### config.mk
export PLATFORM = sky130hd
export DESIGN_NAME = uparc_cpu_busarb
export DESIGN_NICKNAME = d
export VERILOG_FILES = /design/src/rtl/uparc_cpu_busarb.sv
export SDC_FILE = /design/constraint.sdc
export NUM_CORES = 1
export LEC_CHECK = 0
export ABC_AREA = 1
export CAP_MARGIN = 5
export CORE_ASPECT_RATIO = 1.25
export CORE_MARGIN = 10
export CORE_UTILIZATION = 35
export CTS_BUF_LIST = sky130_fd_sc_hd__clkbuf_8
export CTS_CLUSTER_DIAMETER = 50
export DETAILED_ROUTE_END_ITERATION = 10
export PLACE_DENSITY = 0.62
export SLEW_MARGIN = 20
export SYNTH_ARGS = -nofsm -noshare
export SYNTH_HDL_FRONTEND = slang
export SYNTH_SLANG_ARGS = --single-unit
### constraint.sdc
create_clock -name clk -period 2.6 [get_ports clk]
set_input_delay 0.52 -clock clk [delete_from_list [all_inputs] [get_ports clk]]
set_output_delay 0.52 -clock clk [all_outputs]
set_load 0.01 [all_outputs]
### src/rtl/uparc_cpu_busarb.sv
// uparc_cpu_busarb: merges the CPU instruction fetch port and data port onto
// one system bus with a single outstanding transaction. Requests are captured
// into per-port pending registers, granted round-robin from IDLE, and the
// response (or a timeout error) is routed back to the owning port.
//
// Handshake: every command, Rdy and Err signal is a single-cycle pulse. A port
// may have at most one request outstanding; it may issue the next request
// only after it has seen its own Rdy or Err pulse. Commands that arrive while
// the same port is already pending or in flight are dropped. o_busy exposes
// the FSM state (1 = WAIT).
module uparc_cpu_busarb #(
  parameter int ADDR_WIDTH     = 32,
  parameter int DATA_WIDTH     = 32,
  parameter int BEN_WIDTH      = 4,
  parameter int TIMEOUT_CYCLES = 255
) (
  input  logic                  clk,
  input  logic                  rst,
  // instruction port
  input  logic [ADDR_WIDTH-1:0] i_IAddr,
  input  logic                  i_IRdC,
  output logic [DATA_WIDTH-1:0] o_IData,
  output logic                  o_IRdy,
  output logic                  o_IErr,
  // data port
  input  logic [ADDR_WIDTH-1:0] i_DAddr,
  input  logic                  i_DCmd,
  input  logic                  i_DRnW,
  input  logic [BEN_WIDTH-1:0]  i_DBen,
  input  logic [DATA_WIDTH-1:0] i_DData,
  output logic [DATA_WIDTH-1:0] o_DData,
  output logic                  o_DRdy,
  output logic                  o_DErr,
  // system bus
  output logic [ADDR_WIDTH-1:0] o_BAddr,
  output logic                  o_BCmd,
  output logic                  o_BRnW,
  output logic [BEN_WIDTH-1:0]  o_BBen,
  output logic [DATA_WIDTH-1:0] o_BData,
  input  logic [DATA_WIDTH-1:0] i_BData,
  input  logic                  i_BRdy,
  input  logic                  i_BErr,
  output logic                  o_busy
);

  typedef enum logic {
    S_IDLE = 1'b0,
    S_WAIT = 1'b1
  } state_t;

  // Port identifiers used for last_grant and the transaction owner.
  localparam logic PORT_I = 1'b0;
  localparam logic PORT_D = 1'b1;

  // The counter only has to reach TIMEOUT_CYCLES-1.
  localparam int CNT_W   = (TIMEOUT_CYCLES > 1) ? $clog2(TIMEOUT_CYCLES) : 1;
  localparam int TO_LAST = (TIMEOUT_CYCLES > 0) ? (TIMEOUT_CYCLES - 1) : 0;
  localparam logic [CNT_W-1:0] TO_LAST_C = CNT_W'(TO_LAST);

  state_t                r_state;
  logic                  r_last_grant;
  logic                  r_owner;
  logic [CNT_W-1:0]      r_cnt;

  logic                  r_pend_i;
  logic [ADDR_WIDTH-1:0] r_i_addr;
  logic                  r_pend_d;
  logic [ADDR_WIDTH-1:0] r_d_addr;
  logic                  r_d_rnw;
  logic [BEN_WIDTH-1:0]  r_d_ben;
  logic [DATA_WIDTH-1:0] r_d_data;

  logic [ADDR_WIDTH-1:0] r_baddr;
  logic                  r_bcmd;
  logic                  r_brnw;
  logic [BEN_WIDTH-1:0]  r_bben;
  logic [DATA_WIDTH-1:0] r_bdata;
  logic [DATA_WIDTH-1:0] r_idata;
  logic                  r_irdy;
  logic                  r_ierr;
  logic [DATA_WIDTH-1:0] r_ddata;
  logic                  r_drdy;
  logic                  r_derr;

  logic                  w_idle;
  logic                  w_cand_i;
  logic                  w_cand_d;
  logic                  w_grant;
  logic                  w_grant_d;
  logic                  w_i_inflight;
  logic                  w_d_inflight;
  logic                  w_cap_i;
  logic                  w_cap_d;
  logic                  w_timeout;
  logic [ADDR_WIDTH-1:0] w_i_addr;
  logic [ADDR_WIDTH-1:0] w_d_addr;
  logic                  w_d_rnw;
  logic [BEN_WIDTH-1:0]  w_d_ben;
  logic [DATA_WIDTH-1:0] w_d_data;

  // Candidate selection, round-robin grant and same-cycle request bypass.
  always_comb begin
    w_idle       = (r_state == S_IDLE);
    w_cand_i     = r_pend_i | i_IRdC;
    w_cand_d     = r_pend_d | i_DCmd;
    w_grant      = w_idle & (w_cand_i | w_cand_d);
    // D wins when it is alone or when the tie-breaker says I went last.
    w_grant_d    = w_cand_d & (~w_cand_i | (r_last_grant == PORT_I));
    w_i_inflight = (r_state == S_WAIT) & (r_owner == PORT_I);
    w_d_inflight = (r_state == S_WAIT) & (r_owner == PORT_D);
    w_cap_i      = i_IRdC & ~r_pend_i & ~w_i_inflight;
    w_cap_d      = i_DCmd & ~r_pend_d & ~w_d_inflight;
    w_timeout    = (TIMEOUT_CYCLES != 0) & (r_cnt == TO_LAST_C);
    w_i_addr     = r_pend_i ? r_i_addr : i_IAddr;
    w_d_addr     = r_pend_d ? r_d_addr : i_DAddr;
    w_d_rnw      = r_pend_d ? r_d_rnw  : i_DRnW;
    w_d_ben      = r_pend_d ? r_d_ben  : i_DBen;
    w_d_data     = r_pend_d ? r_d_data : i_DData;
  end

  // Pending-request capture; the granted port's flag clears on its grant.
  always_ff @(posedge clk) begin
    if (rst) begin
      r_pend_i <= 1'b0;
      r_i_addr <= '0;
      r_pend_d <= 1'b0;
      r_d_addr <= '0;
      r_d_rnw  <= 1'b0;
      r_d_ben  <= '0;
      r_d_data <= '0;
    end else begin
      if (w_grant && !w_grant_d) begin
        r_pend_i <= 1'b0;
      end else if (w_cap_i) begin
        r_pend_i <= 1'b1;
        r_i_addr <= i_IAddr;
      end
      if (w_grant && w_grant_d) begin
        r_pend_d <= 1'b0;
      end else if (w_cap_d) begin
        r_pend_d <= 1'b1;
        r_d_addr <= i_DAddr;
        r_d_rnw  <= i_DRnW;
        r_d_ben  <= i_DBen;
        r_d_data <= i_DData;
      end
    end
  end

  // Bus FSM: issue the granted request, then wait for response or timeout.
  always_ff @(posedge clk) begin
    if (rst) begin
      r_state      <= S_IDLE;
      r_last_grant <= PORT_I;
      r_owner      <= PORT_I;
      r_cnt        <= '0;
      r_baddr      <= '0;
      r_bcmd       <= 1'b0;
      r_brnw       <= 1'b0;
      r_bben       <= '0;
      r_bdata      <= '0;
      r_idata      <= '0;
      r_irdy       <= 1'b0;
      r_ierr       <= 1'b0;
      r_ddata      <= '0;
      r_drdy       <= 1'b0;
      r_derr       <= 1'b0;
    end else begin
      r_bcmd <= 1'b0;
      r_irdy <= 1'b0;
      r_ierr <= 1'b0;
      r_drdy <= 1'b0;
      r_derr <= 1'b0;
      case (r_state)
        S_IDLE: begin
          if (w_grant) begin
            r_bcmd  <= 1'b1;
            r_cnt   <= '0;
            r_state <= S_WAIT;
            // The tie-breaker only moves when both ports competed.
            if (w_cand_i && w_cand_d) begin
              r_last_grant <= w_grant_d;
            end
            r_owner <= w_grant_d;
            if (w_grant_d) begin
              r_baddr <= w_d_addr;
              r_brnw  <= w_d_rnw;
              r_bben  <= w_d_ben;
              r_bdata <= w_d_data;
            end else begin
              r_baddr <= w_i_addr;
              r_brnw  <= 1'b1;
              r_bben  <= {BEN_WIDTH{1'b1}};
              r_bdata <= '0;
            end
          end
        end
        S_WAIT: begin
          if (i_BErr || (!i_BRdy && w_timeout)) begin
            r_ierr  <= (r_owner == PORT_I);
            r_derr  <= (r_owner == PORT_D);
            r_state <= S_IDLE;
          end else if (i_BRdy) begin
            if (r_owner == PORT_I) begin
              r_irdy  <= 1'b1;
              r_idata <= i_BData;
            end else begin
              r_drdy  <= 1'b1;
              r_ddata <= i_BData;
            end
            r_state <= S_IDLE;
          end else begin
            r_cnt <= r_cnt + 1'b1;
          end
        end
        default: r_state <= S_IDLE;
      endcase
    end
  end

  assign o_BAddr = r_baddr;
  assign o_BCmd  = r_bcmd;
  assign o_BRnW  = r_brnw;
  assign o_BBen  = r_bben;
  assign o_BData = r_bdata;
  assign o_IData = r_idata;
  assign o_IRdy  = r_irdy;
  assign o_IErr  = r_ierr;
  assign o_DData = r_ddata;
  assign o_DRdy  = r_drdy;
  assign o_DErr  = r_derr;
  assign o_busy  = (r_state == S_WAIT);

endmodule

==> results by group, run 1 <==
Run status
  • Status: finished clean

Cells and area
  • Layout cell share with drive strength beyond 1: 0.0711
  • Number of nets in the layout: between 1500 and 2000
  • Layout-stage area growth over the synthesis result: 38.0%
  • Total of fill cells in the finished design: a little under 3000
  • Utilization after layout: 0.491

Floorplan
  • Horizontal die dimension: roughly 170 um
  • Cell Rows: 70
  • Core region area: approximately 29000 um2
  • Boundary Pins: about 280
  • Starting Density: 0.356
  • Height of the die: 213 um
  • Die area: about 37000 um2

Run
  • Maximum Capacitance Violations: 0

Timing
  • Worst slew margin: 0.482
  • Setup repair after global routing missed its margin: no
  • Fin crit period: between 2 and 2.5 ns
  • Final setup violation count: 0
  • Final clock period utilization by the worst path: 0.909
  • Tightest Pin Transition: approximately 0.8 ns
  • Maximum clock frequency: 423 MHz
  • Max Slew Vio Count: 0
  • Final hold violation count: 0
  • Worst clock skew: 0.0161 ns
  • Sum of negative setup slack: 0 ns

Setup path
  • Worst Path Buf+Inv: 1
  • Worst Setup Path Type: reg -> out
  • Stage delay of the slowest cell on the critical path: 0.66 ns
  • Sort of element at the start of the critical path: flop
  • Kind of end point of the critical path: primary output
  • Slowest-stage cell, CP: clkdlybuf4s50_1
  • Worst setup slack for register-to-register paths: between 0.6 and 0.7 ns
  • Data arrival, critical path: 1.84 ns
  • Reg-to-reg startpoint: o_busy
  • Gate family responsible for the most delay along the worst path: buffers and inverters
  • Largest fanout of any net on the critical path: 8
  • Worst r2r dst: r_d_data[5]
  • Depth of the most critical reg-to-reg path: 7
  • Source of the critical timing path: o_busy
  • Data required time of the worst path: between 2 and 2.5 ns
  • CP Cell Sequence: clkdlybuf4s50_1

Yosys
  • Proportion of synthesized chip area in sequential cells: 0.483
  • Cell with the most instances after synthesis: nand2_1
  • Leading post-synthesis cells by instance count: nand2_1 (488), nor2_1 (293), dfxtp_1 (252), o21ai_0 (165), a21oi_1 (84)
  • Avg Cell Area, Syn: 6.93 um2
  • Biggest area consumer among synthesized cells: dfxtp_1
  • Warnings, synthesis: 0
  • Number of nets in the synthesized netlist: about 1600
  • Number of synthesized flops with an enable pin: 0
  • Yosys cell types: 32
  • Biggest area contributors in the synthesized netlist: dfxtp_1 (48%), nand2_1 (18%), nor2_1 (11%)
  • Number of flip-flops and latches in the synthesized netlist: about 250
  • Post-synth ARST share: 0
  • Cell Area, Synth: about 10000 um2
  • Ys flop type: dfxtp_1
  • Number of cells produced by synthesis: 1505
  • Area share of the leading cell type in the synthesized netlist: 0.483

GRT
  • Antenna violations before repair: 2
  • Largest net degree at the start of global routing: between 100 and 150
  • Wire length of the first global-routing pass: 56.2 mm
  • Number of global-route vias before repair: 9958
  • Total grt overflow: 0
  • Global-route usage over all layers: 0.186

Pwr
  • Power per Cell Area: between 700 and 800 nW/um2
  • Static Leak: ~5.8 nW
  • Worst ir drop on vdd: roughly 0.37 mV

Routing
  • Final ANT Viol Nets: 0
  • Routed vias: between 10000 and 15000
  • Number of violations reported at the end of detailed-routing iteration 0: about 700
  • Wire length after detailed routing: approximately 36 mm
  • Remaining design rule violation count: 0
  • Detailed-router iteration count before antenna repair: 5
  • Average wire length per cell after detail routing: between 15 and 20 um
  • Mean number of vias per cell: approximately 4.8

CTS
  • CTS Buffer Depth: 3
  • Clock buffers created by TritonCTS: 45
  • CTS tree: built
  • Hold-fix buffers at CTS: 0
  • Root buffer cell: clkbuf_8
  • H-tree levels: 2
  • Number of gates resized after CTS: 0
  • Clock edge transition at the registers on the reported setup and hold paths: ~0.06 ns
  • Setup repair bufs after CTS: 0
  • Num Clock Sinks: 252
  • Latest clock arrival within the worst-skew pair: about 0.55 ns

Worst hold path
  • Tightest Hold Check Type: reg -> reg
  • Origin of the worst min-delay path: r_cnt[7]
  • Hold path endpoint: r_cnt[7]
  • Cells on Worst Hold Path: 2

Placed design
  • Port bufs: 277
  • Final weighted congestion in routability-driven placement: 0.837
  • Placed wire-length estimate: ~24 mm
-- per-layer routing --
layer | up-vias | track usage | wire length [um]
met5 | - | 0 | 12
met4 | 2 | 0.0511 | 515
met3 | 40 | 0.0603 | 3020
met2 | 344 | 0.305 | 17000
met1 | 4751 | 0.230 | 15500
li1 | 5292 | - | -
-- report_power, final --
part	internal [mW]	switching [mW]	total (mW)
logic	0.868	1.14	2.01
registers	4.20	0.185	4.39
clock network	2.03	1.65	3.68
-- area by class of cell --
type                    instances  area, um2  share of cell area
diodes                          1       2.50            0.000174
clock buffers                  56        771              0.0535
clock inverters                21        123             0.00851
inverters                      20       78.8             0.00547
multi-input cells            1130       4820               0.335
flip-flops and latches        252       5050               0.350
well taps                     396        495              0.0344
repair buffers                306       3060               0.213
-- per-stage QoR --
stage               power [mW]  hold WS [ns]  setup slack [ns]  area [um2]  std cells
floorplan                 5.55         0.426             0.991       10400       1505
global placement          6.47         0.439             0.282       13500       2104
detailed placement        6.50         0.449             0.229       13500       2104
CTS                       10.2         0.461             0.195       14400       2181
global route              10.7         0.473             0.150       14400       2181
finish                    10.1         0.460             0.236       14400       2182
-- cells by family (layout without fill, tap and decap cells) --
kind of cell | Yosys count | count (layout) | share of synthesized area
simple gates | 848 | 848 | 0.319
compound gates | 280 | 280 | 0.140
flops | 252 | 252 | 0.483
buf+inv | 123 | 403 | 0.0548
fa+ha+maj | 2 | 2 | 0.00240
other cells | 0 | 1 | 0
-- how the worst max path moves through the flow --
stage / endpoint / depth (start not counted)
2_1_floorplan: r_d_data[11] / 10
3_3_place_gp: r_d_data[21] / 10
3_5_place_dp: r_d_data[28] / 10
4_1_cts: o_busy / 1
5_1_grt: o_busy / 1
6_report: o_busy / 1
-- cell usage in the layout, fill, tap and decap left out, drive strengths merged --
cell type / instances
nand2: 491
or2: 14
bufinv: 1
clkinv: 6
clkbuf: 56
a31oi: 23
nor3: 2
o211ai: 1
dfxtp: 252
ha: 2
inv: 32
clkinvlp: 2
o21ai: 169
o21a: 1
nand3b: 1
diode: 1
nand3: 43
o21bai: 1
buf: 30
clkdlybuf4s50: 276
a21oi: 85
nor2: 297
-- sequential cells by signal (all words and copies together), names as in the netlist --
register,cells
o_BAddr,32
o_BBen,4
o_BCmd,1
o_BData,32
o_BRnW,1
o_DData,32
o_DErr,1
o_DRdy,1
o_IData,32
o_IErr,1
o_IRdy,1
o_busy,1
r_cnt,8
r_d_addr,32
r_d_ben,4
r_d_data,32
r_d_rnw,1
r_i_addr,32
r_last_grant,1
r_owner,1
r_pend_d,1
r_pend_i,1
(Power assumes the default switching activity.)
==> run 2: changes to the inputs <==
- MAX_ROUTING_LAYER: unset -> met4
==> run 2 against run 1 <==
Compared with the run above:
- clock skew rose by 0.0013 ns
- critical path depth did not move
- clock power barely moved
- sequential cell count did not move
- final area barely moved
- sequential share of layout area barely moved
- final cell count barely moved
- die area did not move
- power barely moved
- core utilization barely moved
- via count rose by 0.23%
- global-route usage rose by 0.54 points
- critical path type unchanged
- critical endpoint unchanged
==> results by group, run 2 (synthesis gave the netlist of run 1 again) <==
Placed design
  • Total placed cells including tap cells: 2104 (unchanged)
  • Final weighted congestion in routability-driven placement: 0.850 (was 0.837)
  • Pre-CTS WS: 0.229 ns (unchanged)
  • Placed wire-length estimate: 24.3 mm (unchanged)
  • Port bufs: 277 (unchanged)
  • Placed Area: 13500 um2 (unchanged)

GRT
  • Total grt overflow: 0 (unchanged)
  • Global-route usage over all layers: 0.191 (was 0.186)
  • Largest net degree at the start of global routing: 106 (unchanged)
  • Wire length of the first global-routing pass: 56.3 mm (was 56.2 mm)
  • Antenna violations before repair: 2 (unchanged)
  • Number of global-route vias before repair: 9954 (was 9958)

Floorplan
  • Cell Rows: 70 (unchanged)
  • Core region area: 29300 um2 (unchanged)
  • Horizontal die dimension: 174 um (unchanged)
  • Height of the die: 213 um (unchanged)
  • Boundary Pins: 278 (unchanged)
  • Starting Density: 0.356 (unchanged)
  • Die area: 37200 um2 (unchanged)

Pwr
  • Worst ir drop on vdd: 0.370 mV (was 0.374 mV)
  • Power per Cell Area: 700 nW/um2 (about the same)
  • Static Leak: 5.79 nW (unchanged)

CTS
  • CTS tree: built (unchanged)
  • Number of gates resized after CTS: 0 (unchanged)
  • Root buffer cell: clkbuf_8 (unchanged)
  • Latest clock arrival within the worst-skew pair: 0.56 ns (was 0.55 ns)
  • Clock edge transition at the registers on the reported setup and hold paths: 0.06 ns (about the same)
  • H-tree levels: 2 (unchanged)
  • Num Clock Sinks: 252 (unchanged)
  • Clock buffers created by TritonCTS: 45 (unchanged)
  • CTS Buffer Depth: 3 (unchanged)
  • Hold-fix buffers at CTS: 0 (unchanged)
  • Setup repair bufs after CTS: 0 (unchanged)

Timing
  • Max Slew Vio Count: 0 (unchanged)
  • Maximum clock frequency: 425 MHz (was 423 MHz)
  • Worst clock skew: 0.0174 ns (was 0.0161 ns)
  • Setup repair after global routing missed its margin: no (unchanged)
  • Final hold violation count: 0 (unchanged)
  • Final setup violation count: 0 (unchanged)
  • Worst slew margin: 0.476 (was 0.482)
  • Fin crit period: 2.35 ns (was 2.36 ns)
  • Tightest Pin Transition: 0.785 ns (was 0.778 ns)
  • Final WS setup: 0.245 ns (was 0.236 ns)
  • Sum of negative setup slack: 0 ns (unchanged)
  • Final Hold Slack: 0.458 ns (was 0.460 ns)
  • Final clock period utilization by the worst path: 0.906 (was 0.909)

Cells and area
  • Layout-stage area growth over the synthesis result: 38.0% (about the same)
  • Layout Cells excl Fill: 2183 (was 2182)
  • Number of nets in the layout: 1896 (unchanged)
  • Final instance area: 14400 um2 (about the same)
  • Layout cell share with drive strength beyond 1: 0.0711 (unchanged)
  • Most common cell after layout, fill and taps aside: nand2_1 (unchanged)
  • Most frequent cells in the layout: nand2_1 (488), nor2_1 (293), clkdlybuf4s50_1 (276) (unchanged)

Routing
  • Average wire length per cell after detail routing: 16.5 um (about the same)
  • Detailed-router iteration count before antenna repair: 7 (was 5)
  • Final ANT Viol Nets: 0 (unchanged)
  • Remaining design rule violation count: 0 (unchanged)
  • Routed vias: 10453 (was 10429)
  • Number of violations reported at the end of detailed-routing iteration 0: 658 (was 682)
  • Wire length after detailed routing: 36.0 mm (about the same)
  • Mean number of vias per cell: 4.79 (was 4.78)

Run status
  • Status: finished clean (unchanged)

Setup path
  • CP Cell Sequence: clkdlybuf4s50_1 (unchanged)
  • Kind of end point of the critical path: primary output (unchanged)
  • Sort of element at the start of the critical path: flop (unchanged)
  • Gate family responsible for the most delay along the worst path: buffers and inverters (unchanged)
  • Largest fanout of any net on the critical path: 8 (unchanged)
  • Worst Path Buf+Inv: 1 (unchanged)
  • Slowest-stage cell, CP: clkdlybuf4s50_1 (unchanged)
  • Data arrival, critical path: 1.83 ns (was 1.84 ns)
  • Data required time of the worst path: 2.08 ns (about the same)
  • Stage delay of the slowest cell on the critical path: 0.65 ns (was 0.66 ns)
  • Worst Setup Path Type: reg -> out (unchanged)

Run
  • Maximum Capacitance Violations: 0 (unchanged)

Worst hold path
  • Tightest Hold Check Type: reg -> reg (unchanged)
run 2: final cells by class:
type / instances / area (um2)
inverters: 20 / 78.8
fillers: 2949 / 14900
clock inverters: 21 / 123
flip-flops and latches: 252 / 5050
clock buffers: 56 / 771
repair buffers: 306 / 3060
multi-input cells: 1130 / 4820
well taps: 396 / 495
diodes: 2 / 5.00
run 2: per-stage QoR:
| stage | power [mW] | utilization |
|---|---|---|
| after floorplan | 5.55 | - |
| after global placement | 6.47 | 0.460 |
| after detailed placement | 6.50 | 0.460 |
| after CTS | 10.2 | 0.491 |
| after global routing | 10.7 | 0.491 |
| final | 10.1 | 0.491 |
run 2: where the power goes:
group | internal [mW] | total, mW | switching (mW)
clock network | 2.03 | 3.68 | 1.65
logic | 0.868 | 2.02 | 1.15
registers | 4.20 | 4.39 | 0.184
total | 7.10 | 10.1 | 2.99
run 2: path summary, 6_finish.rpt:
check                               from           to  slack, ns  cells past startpoint
worst max register to register    o_busy  r_d_data[5]       0.61                      7
worst min register to register  r_cnt[7]     r_cnt[7]       0.46                      2
worst min-delay path            r_cnt[7]     r_cnt[7]       0.46                      2
worst max-delay path              o_busy       o_busy       0.25                      1
run 2: routing by layer:
layer / global-route usage / vias to the layer above / wire length (um)
met5: - / - / 0
met4: 0.0502 / 0 / 504
met3: 0.0564 / 39 / 2710
met2: 0.305 / 308 / 17000
met1: 0.233 / 4811 / 15800
li1: - / 5295 / -
==> run 3: changes to the inputs <==
- SETUP_SLACK_MARGIN: unset -> 0.4
==> run 3 against run 2 <==
Compared with the run above:
- final cell count did not move
- register-to-register slack better by 0.02 ns
- worst hold slack gained 0.0026 ns
- non-clock buffer count did not move
- clock power is essentially flat
- sequential share of layout area barely moved
- maximum frequency rose by 13%
- final area about the same
- count of clock-buffer cells in the layout is the same
- via count down 0.15%
- global-route usage is the same
- critical path type unchanged
- critical endpoint unchanged
- largest power group unchanged
- highest routed layer unchanged
==> results by group, run 3 (synthesis gave the netlist of run 1 again) <==
CTS
  • H-tree levels: 2 (unchanged)
  • Clock edge transition at the registers on the reported setup and hold paths: 0.06 ns (about the same)
  • CTS Buffer Depth: 3 (unchanged)
  • Hold-fix buffers at CTS: 0 (unchanged)
  • Root buffer cell: clkbuf_8 (unchanged)
  • Num Clock Sinks: 252 (unchanged)
  • Latest clock arrival within the worst-skew pair: 0.56 ns (about the same)
  • Clock buffers created by TritonCTS: 45 (unchanged)
  • CTS tree: built (unchanged)

Timing
  • Tightest Pin Transition: 0.777 ns (was 0.785 ns)
  • Final clock period utilization by the worst path: 0.802 (was 0.906)
  • Final hold violation count: 0 (unchanged)
  • Fin crit period: 2.09 ns (was 2.35 ns)
  • Final setup violation count: 0 (unchanged)
  • Sum of negative setup slack: 0 ns (unchanged)
  • Max Slew Vio Count: 0 (unchanged)
  • Maximum clock frequency: 479 MHz (was 425 MHz)
  • Final Hold Slack: 0.461 ns (was 0.458 ns)
  • Setup repair after global routing missed its margin: no (unchanged)
  • Worst clock skew: 0.0176 ns (was 0.0174 ns)
  • Worst slew margin: 0.482 (was 0.476)

Setup path
  • Depth of the most critical reg-to-reg path: 6 (was 7)
  • Number of gates on the worst path with buffers counted: 1 (unchanged)
  • Gate family responsible for the most delay along the worst path: buffers and inverters (unchanged)
  • Data arrival, critical path: 1.57 ns (was 1.83 ns)
  • Worst Setup Path Type: reg -> out (unchanged)
  • Worst r2r dst: o_BAddr[8] (was r_d_data[5])
  • CP Cell Sequence: clkdlybuf4s50_1 (unchanged)
  • Slowest-stage cell, CP: clkdlybuf4s50_1 (unchanged)
  • Timing endpoint of the critical path: o_busy (unchanged)
  • Worst Path Buf+Inv: 1 (unchanged)
  • Largest fanout of any net on the critical path: 8 (unchanged)
  • Data required time of the worst path: 2.08 ns (about the same)
  • Stage delay of the slowest cell on the critical path: 0.58 ns (was 0.65 ns)
  • Worst setup slack for register-to-register paths: 0.63 ns (was 0.61 ns)
  • Kind of end point of the critical path: primary output (unchanged)
  • Reg-to-reg startpoint: r_pend_d (was o_busy)
  • Sort of element at the start of the critical path: flop (unchanged)
  • Source of the critical timing path: o_busy (unchanged)

Floorplan
  • Core region area: 29300 um2 (unchanged)
  • Horizontal die dimension: 174 um (unchanged)
  • Die area: 37200 um2 (unchanged)
  • Cell Rows: 70 (unchanged)
  • Starting Density: 0.356 (unchanged)
  • Boundary Pins: 278 (unchanged)
  • Height of the die: 213 um (unchanged)

Pwr
  • Static Leak: 5.80 nW (was 5.79 nW)
  • Power per Cell Area: 700 nW/um2 (about the same)
  • Worst ir drop on vdd: 0.371 mV (was 0.370 mV)

Routing
  • Wire length after detailed routing: 36.0 mm (about the same)
  • Remaining design rule violation count: 0 (unchanged)
  • Number of violations reported at the end of detailed-routing iteration 0: 658 (unchanged)
  • Average wire length per cell after detail routing: 16.5 um (about the same)
  • Mean number of vias per cell: 4.78 (was 4.79)
  • Detailed-router iteration count before antenna repair: 5 (was 7)
  • Routed vias: 10437 (was 10453)
  • Final ANT Viol Nets: 0 (unchanged)

Placed design
  • Final weighted congestion in routability-driven placement: 0.850 (unchanged)
  • Placed wire-length estimate: 24.3 mm (unchanged)
  • Port bufs: 277 (unchanged)

Cells and area
  • Layout-stage area growth over the synthesis result: 38.1% (was 38.0%)
  • Most common cell after layout, fill and taps aside: nand2_1 (unchanged)
  • Number of nets in the layout: 1896 (unchanged)
  • Layout cell share with drive strength beyond 1: 0.0717 (was 0.0711)
  • Most frequent cells in the layout: nand2_1 (488), nor2_1 (293), clkdlybuf4s50_1 (276) (unchanged)

GRT
  • Largest net degree at the start of global routing: 106 (unchanged)
  • Number of global-route vias before repair: 9954 (unchanged)
  • Global-route usage over all layers: 0.191 (unchanged)
  • Total grt overflow: 0 (unchanged)
  • Wire length of the first global-routing pass: 56.3 mm (unchanged)
  • Antenna violations before repair: 2 (unchanged)

Run
  • Maximum Capacitance Violations: 0 (unchanged)

Worst hold path
  • Tightest Hold Check Type: reg -> reg (unchanged)

Run status
  • Status: finished clean (unchanged)
## run 3: cell counts in the layout (fill, tap and decap cells not counted)
No cell type changed its count.
## run 3: timing repair
| item | 4_1_cts | 5_1_grt |
|---|---|---|
| gates resized for setup | 2 | 0 |
| setup endpoints to repair | 1 | 0 |
| buffers inserted | 0 | 0 |
## run 3: final cells by class
cell class | count | area (um2)
sequential | 252 | 5050
fill | 2947 | 14900
clock buffer | 56 | 771
tap | 396 | 495
timing repair buffer | 306 | 3060
clock inverter | 21 | 123
multi-input combinational | 1130 | 4820
inverter | 20 | 78.8
antenna | 2 | 5.00
## run 3: worst min path at each step
stage                      start      endpoint  slack (ns)  cells past startpoint
floorplan               r_cnt[7]      r_cnt[7]        0.43                      2
global placement        r_cnt[7]      r_cnt[7]        0.44                      2
detailed placement      r_cnt[7]      r_cnt[7]        0.45                      2
CTS                     r_cnt[7]      r_cnt[7]        0.46                      2
global route        r_i_addr[13]  r_i_addr[13]        0.47                      2
finish                r_d_ben[2]     o_BBen[2]        0.46                      2
## run 3: through the flow
step	setup WS, ns	cell area, um2	std cells	utilization	power (mW)
global placement	0.282	13500	2104	0.460	6.47
detailed placement	0.229	13500	2104	0.460	6.50
global route	0.453	14400	2183	0.491	10.7
CTS	0.467	14400	2181	0.491	10.2
finish	0.514	14400	2183	0.491	10.1
floorplan	0.991	10400	1505	-	5.55
## run 3: power by group
group          leakage [nW]  internal, mW  switching [mW]  total (mW)
logic                  3.22         0.868            1.15        2.02
clock network         0.506          2.03            1.65        3.69
registers              2.06          4.20           0.185        4.39
## run 3: routing by layer
metal  share of wire  track usage  vias up  wire (um)
met5               0            -        -          0
met4           0.014       0.0502        0        500
met3           0.076       0.0564       37       2750
met2            0.47        0.305      307      17000
met1            0.44        0.233     4798      15700
li1                -            -     5295          -
